==> src/rtl/warp_barrier_unit_pkg.sv <==
// Shared types and widths for the warp barrier unit.
// Latency: n/a (declarations only).
// Backpressure: n/a.
package warp_barrier_unit_pkg;

    localparam int NUM_WARPS    = 4;
    localparam int NUM_BARRIERS = 4;
    localparam int NW_WIDTH     = (NUM_WARPS > 1) ? $clog2(NUM_WARPS) : 1;
    localparam int NB_WIDTH     = (NUM_BARRIERS > 1) ? $clog2(NUM_BARRIERS) : 1;
    localparam int SIZE_WIDTH   = NW_WIDTH;

    // Barrier request as issued by the warp-control unit.
    typedef struct packed {
        logic                  valid;
        logic [NB_WIDTH-1:0]   id;
        logic                  is_global;
        logic [SIZE_WIDTH-1:0] size_m1;
        logic                  is_noop;
    } barrier_t;

    // Per-barrier state encoding.
    localparam logic [1:0] ST_IDLE    = 2'd0;
    localparam logic [1:0] ST_COLLECT = 2'd1;
    localparam logic [1:0] ST_GWAIT   = 2'd2;

    // Arrival request forwarded to the cluster-level global barrier.
    typedef struct packed {
        logic [NB_WIDTH-1:0]   id;
        logic [SIZE_WIDTH-1:0] size_m1;
    } gbar_req_t;

endpackage

==> src/rtl/warp_barrier_unit_fifo.sv <==
// Generic small synchronous FIFO (valid/ready on both sides).
// Latency: a pushed entry is poppable the cycle after the push.
// Backpressure: o_push_rdy low when full; entries held until i_pop_rdy.
module warp_barrier_unit_fifo #(
    parameter int WIDTH = 8,
    parameter int DEPTH = 4
) (
    input  logic             i_clk,
    input  logic             i_reset,
    input  logic             i_push_vld,
    input  logic [WIDTH-1:0] i_push_dat,
    output logic             o_push_rdy,
    output logic             o_pop_vld,
    output logic [WIDTH-1:0] o_pop_dat,
    input  logic             i_pop_rdy
);
    localparam int AW = (DEPTH > 1) ? $clog2(DEPTH) : 1;
    localparam logic [AW:0] FULL = (AW+1)'(DEPTH);

    logic [WIDTH-1:0] r_mem [DEPTH];
    logic [AW-1:0]    r_wr_ptr;
    logic [AW-1:0]    r_rd_ptr;
    logic [AW:0]      r_cnt;
    logic             w_push;
    logic             w_pop;

    function automatic logic [AW-1:0] nxt(input logic [AW-1:0] p);
        return (p == AW'(DEPTH-1)) ? '0 : p + 1'b1;
    endfunction

    assign o_push_rdy = (r_cnt != FULL);
    assign o_pop_vld  = (r_cnt != '0);
    assign o_pop_dat  = r_mem[r_rd_ptr];
    assign w_push     = i_push_vld && o_push_rdy;
    assign w_pop      = i_pop_rdy && o_pop_vld;

    // Pointer and occupancy bookkeeping.
    always_ff @(posedge i_clk) begin
        if (i_reset) begin
            r_wr_ptr <= '0;
            r_rd_ptr <= '0;
            r_cnt    <= '0;
        end else begin
            if (w_push) r_wr_ptr <= nxt(r_wr_ptr);
            if (w_pop)  r_rd_ptr <= nxt(r_rd_ptr);
            case ({w_push, w_pop})
                2'b10:   r_cnt <= r_cnt + 1'b1;
                2'b01:   r_cnt <= r_cnt - 1'b1;
                default: r_cnt <= r_cnt;
            endcase
        end
    end

    // Storage; contents are don't-care until written.
    always_ff @(posedge i_clk) begin
        if (w_push) r_mem[r_wr_ptr] <= i_push_dat;
    end

endmodule

==> src/rtl/warp_barrier_unit_rel.sv <==
// Release-ordering stage and global-barrier request queue.
// Latency: release pulses 1 cycle after the cause; gbar request 1 cycle after push.
// Backpressure: gbar request holds until i_gbar_req_rdy; extra requests queue in a FIFO.
module warp_barrier_unit_rel
    import warp_barrier_unit_pkg::*;
(
    input  logic                                i_clk,
    input  logic                                i_reset,
    input  logic                                i_loc_rel_vld,
    input  logic [NUM_WARPS-1:0]                i_loc_rel_mask,
    input  logic                                i_rsp_vld,
    input  logic [NB_WIDTH-1:0]                 i_rsp_id,
    input  logic [NUM_BARRIERS-1:0][NUM_WARPS-1:0] i_masks,
    output logic                                o_gdone_vld,
    output logic [NB_WIDTH-1:0]                 o_gdone_id,
    output logic                                o_release_valid,
    output logic [NUM_WARPS-1:0]                o_release_mask,
    input  logic                                i_gpush_vld,
    input  gbar_req_t                           i_gpush_dat,
    output logic                                o_gbar_req_vld,
    output gbar_req_t                           o_gbar_req_dat,
    input  logic                                i_gbar_req_rdy
);
    // Completed global barriers waiting for a free release slot.
    logic [NUM_BARRIERS-1:0] r_done;
    logic [NUM_BARRIERS-1:0] w_cand;
    logic [NUM_BARRIERS-1:0] w_sel_bit;
    logic                    w_sel_vld;
    logic [NB_WIDTH-1:0]     w_sel_id;
    logic                    r_rel_vld;
    logic [NUM_WARPS-1:0]    r_rel_mask;

    assign w_cand    = r_done | ({NUM_BARRIERS{i_rsp_vld}} & (NUM_BARRIERS'(1) << i_rsp_id));
    assign w_sel_vld = !i_loc_rel_vld && (|w_cand);
    assign w_sel_bit = w_sel_vld ? (NUM_BARRIERS'(1) << w_sel_id) : '0;

    // Lowest-numbered completed barrier takes the slot when no local release claims it.
    always_comb begin
        w_sel_id = '0;
        for (int i = NUM_BARRIERS-1; i >= 0; i--) begin
            if (w_cand[i]) w_sel_id = NB_WIDTH'(i);
        end
    end

    assign o_gdone_vld     = w_sel_vld;
    assign o_gdone_id      = w_sel_id;
    assign o_release_valid = r_rel_vld;
    assign o_release_mask  = r_rel_mask;

    // Register one release per cycle; the local release always wins.
    always_ff @(posedge i_clk) begin
        if (i_reset) begin
            r_done     <= '0;
            r_rel_vld  <= 1'b0;
            r_rel_mask <= '0;
        end else begin
            r_done     <= w_cand & ~w_sel_bit;
            r_rel_vld  <= i_loc_rel_vld | w_sel_vld;
            r_rel_mask <= i_loc_rel_vld ? i_loc_rel_mask :
                          (w_sel_vld ? i_masks[w_sel_id] : '0);
        end
    end

    // Holding register in front of the overflow FIFO keeps request order.
    logic      r_hold_vld;
    gbar_req_t r_hold;
    logic      w_hold_free;
    logic      w_fifo_push;
    logic      w_fifo_rdy;
    logic      w_fifo_vld;
    logic      w_fifo_pop;
    gbar_req_t w_fifo_dat;

    assign w_hold_free    = !r_hold_vld || i_gbar_req_rdy;
    assign w_fifo_pop     = w_hold_free && w_fifo_vld;
    assign w_fifo_push    = i_gpush_vld && !(w_hold_free && !w_fifo_vld);
    assign o_gbar_req_vld = r_hold_vld;
    assign o_gbar_req_dat = r_hold;

    warp_barrier_unit_fifo #(
        .WIDTH ($bits(gbar_req_t)),
        .DEPTH (NUM_BARRIERS)
    ) u_gbar_fifo (
        .i_clk      (i_clk),
        .i_reset    (i_reset),
        .i_push_vld (w_fifo_push),
        .i_push_dat (i_gpush_dat),
        .o_push_rdy (w_fifo_rdy),
        .o_pop_vld  (w_fifo_vld),
        .o_pop_dat  (w_fifo_dat),
        .i_pop_rdy  (w_fifo_pop)
    );

    // Refill the holding register from the FIFO first, then from a new push.
    always_ff @(posedge i_clk) begin
        if (i_reset) begin
            r_hold_vld <= 1'b0;
            r_hold     <= '0;
        end else if (w_hold_free) begin
            if (w_fifo_vld) begin
                r_hold_vld <= 1'b1;
                r_hold     <= w_fifo_dat;
            end else begin
                r_hold_vld <= i_gpush_vld;
                r_hold     <= i_gpush_dat;
            end
        end
    end

    // At most NUM_BARRIERS barriers can be in GWAIT, so the FIFO never overflows.
    a_fifo_no_ovf: assert property (@(posedge i_clk) disable iff (i_reset)
        w_fifo_push |-> w_fifo_rdy);

endmodule

==> src/rtl/warp_barrier_unit.sv <==
// Per-core barrier tracker: stalls arriving warps, releases on last arrival or global response.
// Latency: stall, release and gbar request all visible 1 cycle after the causing input.
// Backpressure: none on requests; gbar requests held/queued until i_gbar_req_ready.
module warp_barrier_unit
    import warp_barrier_unit_pkg::*;
(
    input  logic                  i_clk,
    input  logic                  i_reset,
    input  logic                  i_bar_valid,
    input  logic [NW_WIDTH-1:0]   i_bar_wid,
    input  barrier_t              i_bar_req,
    output logic [NUM_WARPS-1:0]  o_stalled_warps,
    output logic                  o_release_valid,
    output logic [NUM_WARPS-1:0]  o_release_mask,
    output logic                  o_gbar_req_valid,
    output logic [NB_WIDTH-1:0]   o_gbar_req_id,
    output logic [SIZE_WIDTH-1:0] o_gbar_req_size_m1,
    input  logic                  i_gbar_req_ready,
    input  logic                  i_gbar_rsp_valid,
    input  logic [NB_WIDTH-1:0]   i_gbar_rsp_id
);
    logic [NUM_BARRIERS-1:0][NUM_WARPS-1:0] r_mask;
    logic [NUM_BARRIERS-1:0][NW_WIDTH-1:0]  r_count;
    logic [NUM_BARRIERS-1:0][1:0]           r_st;

    logic [NB_WIDTH-1:0]  w_b;
    logic [NUM_WARPS-1:0] w_wbit;
    logic [NW_WIDTH-1:0]  w_target;
    logic w_arrive, w_err_gwait, w_err_stalled, w_accept, w_last;
    logic w_loc_rel, w_gpush, w_rsp_ok, w_gdone_vld;
    logic [NB_WIDTH-1:0]  w_gdone_id;
    gbar_req_t            w_gpush_dat;
    gbar_req_t            w_gq;
    logic                 w_unused;

    assign w_unused      = i_bar_req.valid;
    assign w_b           = i_bar_req.id;
    assign w_wbit        = NUM_WARPS'(1) << i_bar_wid;
    assign w_arrive      = i_bar_valid && !i_bar_req.is_noop;
    assign w_err_gwait   = (r_st[w_b] == ST_GWAIT);
    assign w_err_stalled = |(o_stalled_warps & w_wbit);
    assign w_accept      = w_arrive && !w_err_gwait && !w_err_stalled;
    // A global barrier needs every local warp before it goes to the cluster.
    assign w_target      = i_bar_req.is_global ? NW_WIDTH'(NUM_WARPS-1)
                                               : i_bar_req.size_m1[NW_WIDTH-1:0];
    assign w_last        = (r_count[w_b] == w_target);
    assign w_loc_rel     = w_accept && w_last && !i_bar_req.is_global;
    assign w_gpush       = w_accept && w_last && i_bar_req.is_global;
    assign w_rsp_ok      = i_gbar_rsp_valid && (r_st[i_gbar_rsp_id] == ST_GWAIT);
    assign w_gpush_dat   = '{id: w_b, size_m1: i_bar_req.size_m1};

    // A warp is stalled while it sits in any barrier's arrival mask.
    always_comb begin
        o_stalled_warps = '0;
        for (int i = 0; i < NUM_BARRIERS; i++) begin
            o_stalled_warps = o_stalled_warps | r_mask[i];
        end
    end

    // Arrival accounting; a barrier is cleared on local release or when its global release pulses.
    always_ff @(posedge i_clk) begin
        if (i_reset) begin
            r_mask  <= '0;
            r_count <= '0;
            r_st    <= {NUM_BARRIERS{ST_IDLE}};
        end else begin
            for (int i = 0; i < NUM_BARRIERS; i++) begin
                if (w_accept && (w_b == NB_WIDTH'(i))) begin
                    if (w_loc_rel) begin
                        r_mask[i]  <= '0;
                        r_count[i] <= '0;
                        r_st[i]    <= ST_IDLE;
                    end else if (w_last) begin
                        r_mask[i]  <= r_mask[i] | w_wbit;
                        r_st[i]    <= ST_GWAIT;
                    end else begin
                        r_mask[i]  <= r_mask[i] | w_wbit;
                        r_count[i] <= r_count[i] + 1'b1;
                        r_st[i]    <= ST_COLLECT;
                    end
                end
                if (w_gdone_vld && (w_gdone_id == NB_WIDTH'(i))) begin
                    r_mask[i]  <= '0;
                    r_count[i] <= '0;
                    r_st[i]    <= ST_IDLE;
                end
            end
        end
    end

    warp_barrier_unit_rel u_rel (
        .i_clk           (i_clk),
        .i_reset         (i_reset),
        .i_loc_rel_vld   (w_loc_rel),
        .i_loc_rel_mask  (r_mask[w_b] | w_wbit),
        .i_rsp_vld       (w_rsp_ok),
        .i_rsp_id        (i_gbar_rsp_id),
        .i_masks         (r_mask),
        .o_gdone_vld     (w_gdone_vld),
        .o_gdone_id      (w_gdone_id),
        .o_release_valid (o_release_valid),
        .o_release_mask  (o_release_mask),
        .i_gpush_vld     (w_gpush),
        .i_gpush_dat     (w_gpush_dat),
        .o_gbar_req_vld  (o_gbar_req_valid),
        .o_gbar_req_dat  (w_gq),
        .i_gbar_req_rdy  (i_gbar_req_ready)
    );

    assign o_gbar_req_id      = w_gq.id;
    assign o_gbar_req_size_m1 = w_gq.size_m1;

    a_no_gwait_req: assert property (@(posedge i_clk) disable iff (i_reset)
        w_arrive |-> !w_err_gwait);
    a_no_stalled_req: assert property (@(posedge i_clk) disable iff (i_reset)
        w_arrive |-> !w_err_stalled);
    a_size_range: assert property (@(posedge i_clk) disable iff (i_reset)
        w_arrive |-> (int'(i_bar_req.size_m1) < NUM_WARPS));
    a_rsp_gwait: assert property (@(posedge i_clk) disable iff (i_reset)
        i_gbar_rsp_valid |-> (r_st[i_gbar_rsp_id] == ST_GWAIT));

endmodule
==> config.mk <==
export PLATFORM = sky130hd
export DESIGN_NAME = warp_barrier_unit
export DESIGN_NICKNAME = d
export VERILOG_FILES = /design/src/rtl/warp_barrier_unit_pkg.sv /design/src/rtl/warp_barrier_unit_fifo.sv /design/src/rtl/warp_barrier_unit_rel.sv /design/src/rtl/warp_barrier_unit.sv
export SDC_FILE = /design/constraint.sdc
export NUM_CORES = 1
export LEC_CHECK = 0
export CORE_MARGIN = 5
export CORE_UTILIZATION = 50
export CTS_BUF_LIST = sky130_fd_sc_hd__clkbuf_4 sky130_fd_sc_hd__clkbuf_8
export CTS_CLUSTER_SIZE = 40
export DETAILED_ROUTE_END_ITERATION = 12
export GPL_TIMING_DRIVEN = 0
export PLACE_DENSITY = 0.71
export SYNTH_ARGS = -nofsm -noshare
export SYNTH_HDL_FRONTEND = slang
export SYNTH_SLANG_ARGS = --single-unit
==> constraint.sdc <==
create_clock -name i_clk -period 3.4 [get_ports i_clk]
set_input_delay 0.68 -clock i_clk [delete_from_list [all_inputs] [get_ports i_clk]]
set_output_delay 0.68 -clock i_clk [all_outputs]
set_load 0.05 [all_outputs]
Word-level counts from Yosys, hierarchy flattened
Memory sizes are Yosys's and may differ from the RTL's. A register that Yosys moved wholly into a read port is not among the register bits.
Index checks and enable logic that the tools add are counted.
{"block": "classes", "addsub": 8, "magnitude_cmp": 3, "n_eq_ne": 15, "shift": 3, "n_mux": 41, "bitwise_logic": 14, "reduce_logical": 44}
{"op": "$mux W2", "n": 22}
{"op": "$mux W4", "n": 10}
{"op": "$or A4 B4 Y4", "n": 9}
{"op": "$logic_and A1 B1 Y1", "n": 21}
{"op": "$eq A2 B2 Y1 const B", "n": 9}
{"op": "$bmux W4 S2", "n": 2}
{"op": "$add A2 B1 Y2 const B", "n": 6}
{"op": "$and A4 B4 Y4", "n": 3}
{"op": "$bmux W2 S2", "n": 3}
{"op": "$shl A1 B2 Y4 const A", "n": 3}
{"op": "$lt A2 B3 Y1 const B", "n": 3}
{"op": "$logic_not A1 Y1", "n": 8}
{"op": "$reduce_and A2 Y1", "n": 4}
{"op": "$reduce_or A2 Y1", "n": 4}
{"op": "$reduce_or A4 Y1", "n": 2}
{"op": "$eq A2 B1 Y1 const B", "n": 3}
{"op": "$pmux W3 S2", "n": 1}
{"op": "$logic_not A2 Y1", "n": 2}
{"op": "$not A4 Y4", "n": 1}
{"op": "$add A3 B1 Y3 const B", "n": 1}
{"op": "$mux W1", "n": 3}
{"op": "$ne A3 B3 Y1 const B", "n": 1}
{"op": "$reduce_bool A3 Y1", "n": 1}
{"op": "$sub A3 B1 Y3 const B", "n": 1}
{"op": "other kinds (5)", "n": 5}
{"block": "word_totals", "reg_bits": 53, "mem_bits_rw": 16, "input_bits": 16, "out_inout_bits": 14, "word_cells": 150, "memories": 1}
{"memory": "u_rel.u_gbar_fifo.r_mem", "depth": 4, "width": 4, "rd": 1, "rd_ports_with_merged_regs": 1, "write_ports": 1, "line_no": "warp_barrier_unit_fifo.sv:20", "rtl": "logic [WIDTH-1:0] r_mem [DEPTH];"}

Longest topological paths before layout
{"block": "depth", "depth_word": 14, "ltp_mapped": 13, "mapped_depth_nobuf": 11}

Cells and area by module
A second synthesis with hierarchy kept.
{"block": "unflattened", "hier_cells": 375, "hier_area_um2": 3781.1}
{"mod": "warp_barrier_unit", "n_inst": 1, "cells_per_inst": 217, "area_each_um2": 1954.4, "seq_area_each_um2": 640.6}
{"mod": "warp_barrier_unit_fifo", "n_inst": 1, "cells_per_inst": 72, "area_each_um2": 1061.0, "seq_area_each_um2": 660.6}
{"mod": "warp_barrier_unit_rel", "n_inst": 1, "cells_per_inst": 86, "area_each_um2": 765.7, "seq_area_each_um2": 280.3}

Least setup slack after synthesis
OpenSTA, ideal clock, no wires.
{"block": "synth_path", "kind": "reg2reg", "start": "reg r_mask[12] in the netlist's numbering", "end": "reg u_rel.u_gbar_fifo.r_cnt[2]", "setup_time_ps": 71, "t_arrival_ps": 2993, "slack_ps": 336, "path_stages_with_launch": 13, "synth_period_minus_slack_ps": 3064, "cell_sequence": "dfxtp_1 -> or4_1 -> and2_1 -> a21o_1 -> buf_6 -> nor4_4 -> inv_1 -> ha_1 -> inv_1 -> fa_1 -> xor2_1 -> or3_1 -> a21oi_1"}
{"block": "synth_between", "elab_chain_cells": 11, "word_cells_on_any_way": 13, "cone_classes": "eq/ne (2); mux (1); bitwise (2); reduce/logical (8)"}
{"element": "start, declared", "line_no": "warp_barrier_unit.sv:22", "rtl": "logic [NUM_BARRIERS-1:0][NUM_WARPS-1:0] r_mask;"}
{"element": "start signal, assigned by index", "line_no": "warp_barrier_unit.sv:74", "rtl": "r_mask[i] <= r_mask[i] | w_wbit;"}
{"element": "start signal, assigned by index", "line_no": "warp_barrier_unit.sv:77", "rtl": "r_mask[i] <= r_mask[i] | w_wbit;"}
{"element": "$or A4 B4 Y4 *", "line_no": "warp_barrier_unit.sv:56", "rtl": "o_stalled_warps = o_stalled_warps | r_mask[i];"}
{"element": "named net o_stalled_warps[0]", "line_no": "warp_barrier_unit.sv:12", "rtl": "output logic [NUM_WARPS-1:0] o_stalled_warps,"}
{"element": "$and A4 B4 Y4 *", "line_no": "warp_barrier_unit.sv:41", "rtl": "assign w_err_stalled = |(o_stalled_warps & w_wbit);"}
{"element": "$reduce_or A4 Y1 *", "line_no": "warp_barrier_unit.sv:41"}
{"element": "$logic_not A1 Y1 *", "line_no": "warp_barrier_unit.sv:42", "rtl": "assign w_accept = w_arrive && !w_err_gwait && !w_err_stalled;"}
{"element": "$logic_and A1 B1 Y1 *", "line_no": "warp_barrier_unit.sv:42"}
{"element": "$logic_and A1 B1 Y1 * (2 in a row)", "line_no": "warp_barrier_unit.sv:48", "rtl": "assign w_gpush = w_accept && w_last && i_bar_req.is_global;"}
{"element": "$logic_and A1 B1 Y1 *", "line_no": "warp_barrier_unit_rel.sv:76", "rtl": "assign w_fifo_push = i_gpush_vld && !(w_hold_free && !w_fifo_vld);"}
{"element": "$logic_and A1 B1 Y1 *", "line_no": "warp_barrier_unit_fifo.sv:34", "rtl": "assign w_push = i_push_vld && o_push_rdy;"}
{"element": "$eq A2 B1 Y1 / $eq A2 B2 Y1 (equally long branches)", "line_no": "warp_barrier_unit_fifo.sv:46", "rtl": "case ({w_push, w_pop})"}
{"element": "$pmux W3 S2 / $reduce_bool A2 Y1 (equally long branches)"}
{"element": "end signal, assigned", "line_no": "warp_barrier_unit_fifo.sv:47", "rtl": "2'b10: r_cnt <= r_cnt + 1'b1;"}
{"element": "end signal, assigned", "line_no": "warp_barrier_unit_fifo.sv:48", "rtl": "2'b01: r_cnt <= r_cnt - 1'b1;"}
{"element": "end signal, assigned", "line_no": "warp_barrier_unit_fifo.sv:49", "rtl": "default: r_cnt <= r_cnt;"}
{"element": "end, declared", "line_no": "warp_barrier_unit_fifo.sv:23", "rtl": "logic [AW:0] r_cnt;"}
Mark *: on every way through the listed nets, which the timed path passes. The rest lies on a longest branch.
A chain may end at the register's enable or synchronous reset.

Final worst setup path
{"block": "layout_path", "start": "in i_bar_req[4] in the netlist's numbering", "end": "reg u_rel.u_gbar_fifo.r_cnt[2]"}
{"block": "layout_between", "elab_chain_cells": 12, "word_cells_on_any_way": 17, "cone_classes": "eq/ne (4); mux (5); reduce/logical (8)"}
{"element": "start, declared", "line_no": "warp_barrier_unit.sv:11", "rtl": "input barrier_t i_bar_req,"}
{"element": "$bmux W2 S2", "line_no": "warp_barrier_unit.sv:40", "rtl": "assign w_err_gwait = (r_st[w_b] == ST_GWAIT);"}
{"element": "$mux W2 (not written as such)", "line_no": "warp_barrier_unit.sv:40"}
{"element": "$eq A2 B2 Y1", "line_no": "warp_barrier_unit.sv:40"}
{"element": "$logic_not A1 Y1", "line_no": "warp_barrier_unit.sv:42"}
{"element": "$logic_and A1 B1 Y1 (2 in a row)", "line_no": "warp_barrier_unit.sv:42"}
{"element": "$logic_and A1 B1 Y1 * (2 in a row)", "line_no": "warp_barrier_unit.sv:48"}
{"element": "$logic_and A1 B1 Y1 *", "line_no": "warp_barrier_unit_rel.sv:76"}
{"element": "$logic_and A1 B1 Y1 *", "line_no": "warp_barrier_unit_fifo.sv:34"}
{"element": "$eq A2 B1 Y1 / $eq A2 B2 Y1 (equally long branches)", "line_no": "warp_barrier_unit_fifo.sv:46"}
{"element": "$pmux W3 S2 / $reduce_bool A2 Y1 (equally long branches)"}
Mark *: on every way between the ends. The rest lies on a longest branch, timed or not. The select of a mux whose other input is x is not followed.

==> flow_summary_export.csv <==
group,metric,value,unit
grt,grt.overflow.total,0,
synthesis,yosysMostFrequentCell,"dfxtp_1",
power_and_ir_drop,pwr-share-seq,47.8,%
route,drt_pass1_iterations,5,
grt,grt_pass1_vias,2759,
route,remaining_drc_errors,0,
critical_path,required,3.67,ns
timing,finalCritPeriodShare,92.3,%
synthesis,netlist_instances,344,
critical_path,cpMostUsedCell,"inv_1",
layout,diodes,0,
timing,setup_tns,0,ns
grt,grt_max_degree,13,
synthesis,yosys_warnings,0,
timing,max_freq,319,MHz
synthesis,syn_area,0.00351,mm2
synthesis,synth_compound_area_share,15.3,%
synthesis,netlist_top_cells_count,"55 x dfxtp_1, 40 x nor2_1, 23 x a21oi_1, 23 x nor3_1",
die,initial_core_util,51.6,%
timing,setup_slack,0.262,ns
synthesis,synth_ff_type,"dfxtp_1",
clocking,htreeDepth,3,
layout,final_cells,482,
power_and_ir_drop,p_int,1.38,mW
power_and_ir_drop,powerDensity,498,mW/mm2
synthesis,yosys-top-cells-area,"dfxtp_1 31%, edfxtp_1 14%, mux4_2 5.8%, mux2i_1 4.6%, nor2_1 4.3%",
timing,setup_viol,0,
critical_path,worst_path_max_delay_cell,"dlygate4sd2_1",
critical_path,crit_fanout,10,
synthesis,synth_mux_area_share,11.5,%
place,dpl.cell_count,465,
power_and_ir_drop,clock_power_share,28.1,%
layout,postLayoutCellArea,0.00408,mm2
route,num_vias,2835,
place,place.gp.congestion,0.892,
route,vias_per_cell,5.88,
critical_path,end_kind,"flip-flop",
synthesis,synth_edf_count,16,
route,first_iter_violations,265,
layout,syn_to_final_growth,16.2,%
timing,hold_viol_final,0,
die,ios,30,
outcome,status,"finished, final reports clean",
grt,antenna_found_initial,0,
timing,tightest_slew,1.04,ns
route,wirelength,8200,um
synthesis,yosysUniqueCellTypes,64,
clocking,cts_buffers,9,
power_and_ir_drop,peakVddDrop,0.320,mV
die,num_rows,30,
critical_path,path_cells,"dlygate4sd2_1 > clkbuf_4 > nand2_1 > o2bb2ai_1 > a311o_1 > buf_2 > nor4_4 > inv_1 > ha_1 > inv_1 > fa_1 > xor2_1 > or3_1 > a21oi_1",
route,wl_per_cell,17.0,um
power_and_ir_drop,switching_share,31.9,%
synthesis,syn_area_per_cell,10.2,um2
timing,rsz0062_at_grt,"false",
synthesis,synth_fa_ha_area_share,2.71,%
synthesis,yosys.area.top_type,"dfxtp_1",
grt,grt_pass1_wl,13700,um
place,portBuffers,25,
timing,finalMaxSlewViolations,0,
clocking,clk_pin_slew,0.08,ns
place,post_dp_cell_area,0.00388,mm2
die,die_w,93.8,um
synthesis,synth_simple_gate_area_share,20.0,%
synthesis,async_reset_ff_share,0,%
synthesis,yosysTopAreaCellShare,31.4,%
clocking,root_buffer,"clkbuf_8",
route,drtAntennaViolNets,0,
clocking,cts.path.max_buffers,2,
critical_path,worstSetupPathType,"primary input to flip-flop",
timing,fin_crit,3.14,ns
die,die_area,0.00879,mm2
synthesis,synth_xor_area_share,1.75,%
critical_path,cp_data_arrival_time,3.40,ns
job,cap_violations,0,
critical_path,cp_slowest_stage_delay,0.39,ns
synthesis,ys_seq_area_share,45.1,%
die,fp.dieH,93.8,um
timing,slew_headroom,30.3,%
clocking,insertion_delay,0.34,ns
place,dpl_worst_slack,-0.757,ns
timing,fin_skew,0.0125,ns
grt,grtUsageTotal,19.9,%
die,core_area,0.00679,mm2
synthesis,synth-seq-cells,71,
synthesis,synth_top_family_by_area,"simple AND/OR/NAND/NOR gates",
layout,layout-drive-gt1-share,14.0,%
layout,final_nets,404,
critical_path,startpoint_type,"primary input",
power_and_ir_drop,p_sw,0.648,mW
power_and_ir_drop,leakagePower,1.40,nW
clocking,hold_buffers,0,
place,hpwl,5960,um
power_and_ir_drop,p_comb_share,24.1,%
hold_path,hp-class,"flip-flop to flip-flop",
clocking,clock_sinks,71,
clocking,cts_tree,"done",
synthesis,synthesis.nets,367,
==> final cells by class <==
cell class | instances | area (um2)
sequential | 71 | 1580
tap | 96 | 120
timing repair buffer | 26 | 259
fill | 599 | 2720
inverter | 12 | 45.0
buffer | 15 | 87.6
clock buffer | 9 | 124
multi-input combinational | 246 | 1820
clock inverter | 7 | 40.0
==> power by group through the flow <==
stage / combinational (mW) / sequential (mW) / clock, mW
after floorplan: 0.281 / 1.06 / 0
after global placement: 0.480 / 0.987 / 0
after detailed placement: 0.489 / 0.990 / 0
after CTS: 0.491 / 0.971 / 0.578
after global routing: 0.523 / 0.979 / 0.624
final: 0.490 / 0.970 / 0.569
==> per-stage QoR <==
| stage | utilization (%) | hold slack (ns) | power (mW) |
|---|---|---|---|
| 6_report | 60.0 | 0.492 | 2.03 |
| 5_1_grt | 60.0 | 0.532 | 2.13 |
| 4_1_cts | 59.9 | 0.496 | 2.04 |
| 3_5_place_dp | 57.1 | 0.476 | 1.48 |
| 3_3_place_gp | 57.1 | 0.472 | 1.47 |
| 2_1_floorplan | - | 0.451 | 1.34 |
==> cells in the final DEF, fill, tap and decap left out, drive strengths merged, types with 4 or more instances in the layout <==
cell / count
and2: 8
nor4: 5
o21ai: 5
clkinv: 5
edfxtp: 16
nor2b: 7
buf: 5
or3: 4
ha: 6
mux2i: 16
a31oi: 10
nand2: 16
a211oi: 11
nand3: 7
clkbuf: 20
nand2b: 6
inv: 11
nor2: 41
dfxtp: 55
nor3: 24
a21oi: 23
clkdlybuf4s50: 23
xor2: 4
mux4: 10
==> critical path, delay by kind of cell <==
| kind | cells | cell delay [ns] |
|---|---|---|
| AOI/OAI and AO/OA | 3 | 0.45 |
| adders and majority gates | 2 | 0.54 |
| buffers and inverters | 5 | 1.05 |
| and+or+nand+nor | 3 | 0.51 |
| xor gates and xnor gates | 1 | 0.16 |
==> flip-flops by register name, indices dropped and copies added, names as in the netlist, named ones only <==
name and cells:
r_mask 16, u_rel.u_gbar_fifo.r_mem 16, r_count 8, r_st 8, u_rel.o_gbar_req_dat 4, u_rel.o_release_mask 4
u_rel.r_done 4, u_rel.u_gbar_fifo.r_cnt 3, u_rel.u_gbar_fifo.r_rd_ptr 2, u_rel.u_gbar_fifo.r_wr_ptr 2, u_rel.o_gbar_req_vld 1, u_rel.o_release_valid 1
==> logic make-up after synthesis <==
family / Yosys count
multiplexers: 27
buffers and inverters: 27
adder cells (fa/ha/maj): 7
flip-flops: 71
XOR/XNOR: 7
AND/OR/NAND/NOR: 132
AO/OA/AOI/OAI: 73
==> path summary, 6_finish.rpt <==
check | from | slack [ns] | cells past startpoint | to
hold / removal | r_st[7] | 0.49 | 2 | r_st[7]
setup / recovery | i_bar_req[4] | 0.26 | 14 | u_rel.u_gbar_fifo.r_cnt[2]
hold reg to reg | r_st[7] | 0.49 | 2 | r_st[7]
setup reg to reg | r_mask[2] | 0.46 | 12 | u_rel.u_gbar_fifo.r_cnt[2]
==> what timing repair did <==
action | CTS | global route
buffers inserted | 1 | 0
pin swaps | 1 | 0
gates resized for setup | 7 | 2
setup endpoints to repair | 16 | 32
cloned | 0 | 0
==> metal layers <==
metal	GRT usage, %	share of wire (%)	up-vias
met5	0	0	-
met4	7.94	2.3	0
met3	4.25	6.0	19
met2	30.9	46	102
met1	26.9	46	1359
li1	-	-	1355
Power figures use the tool's default switching activity.
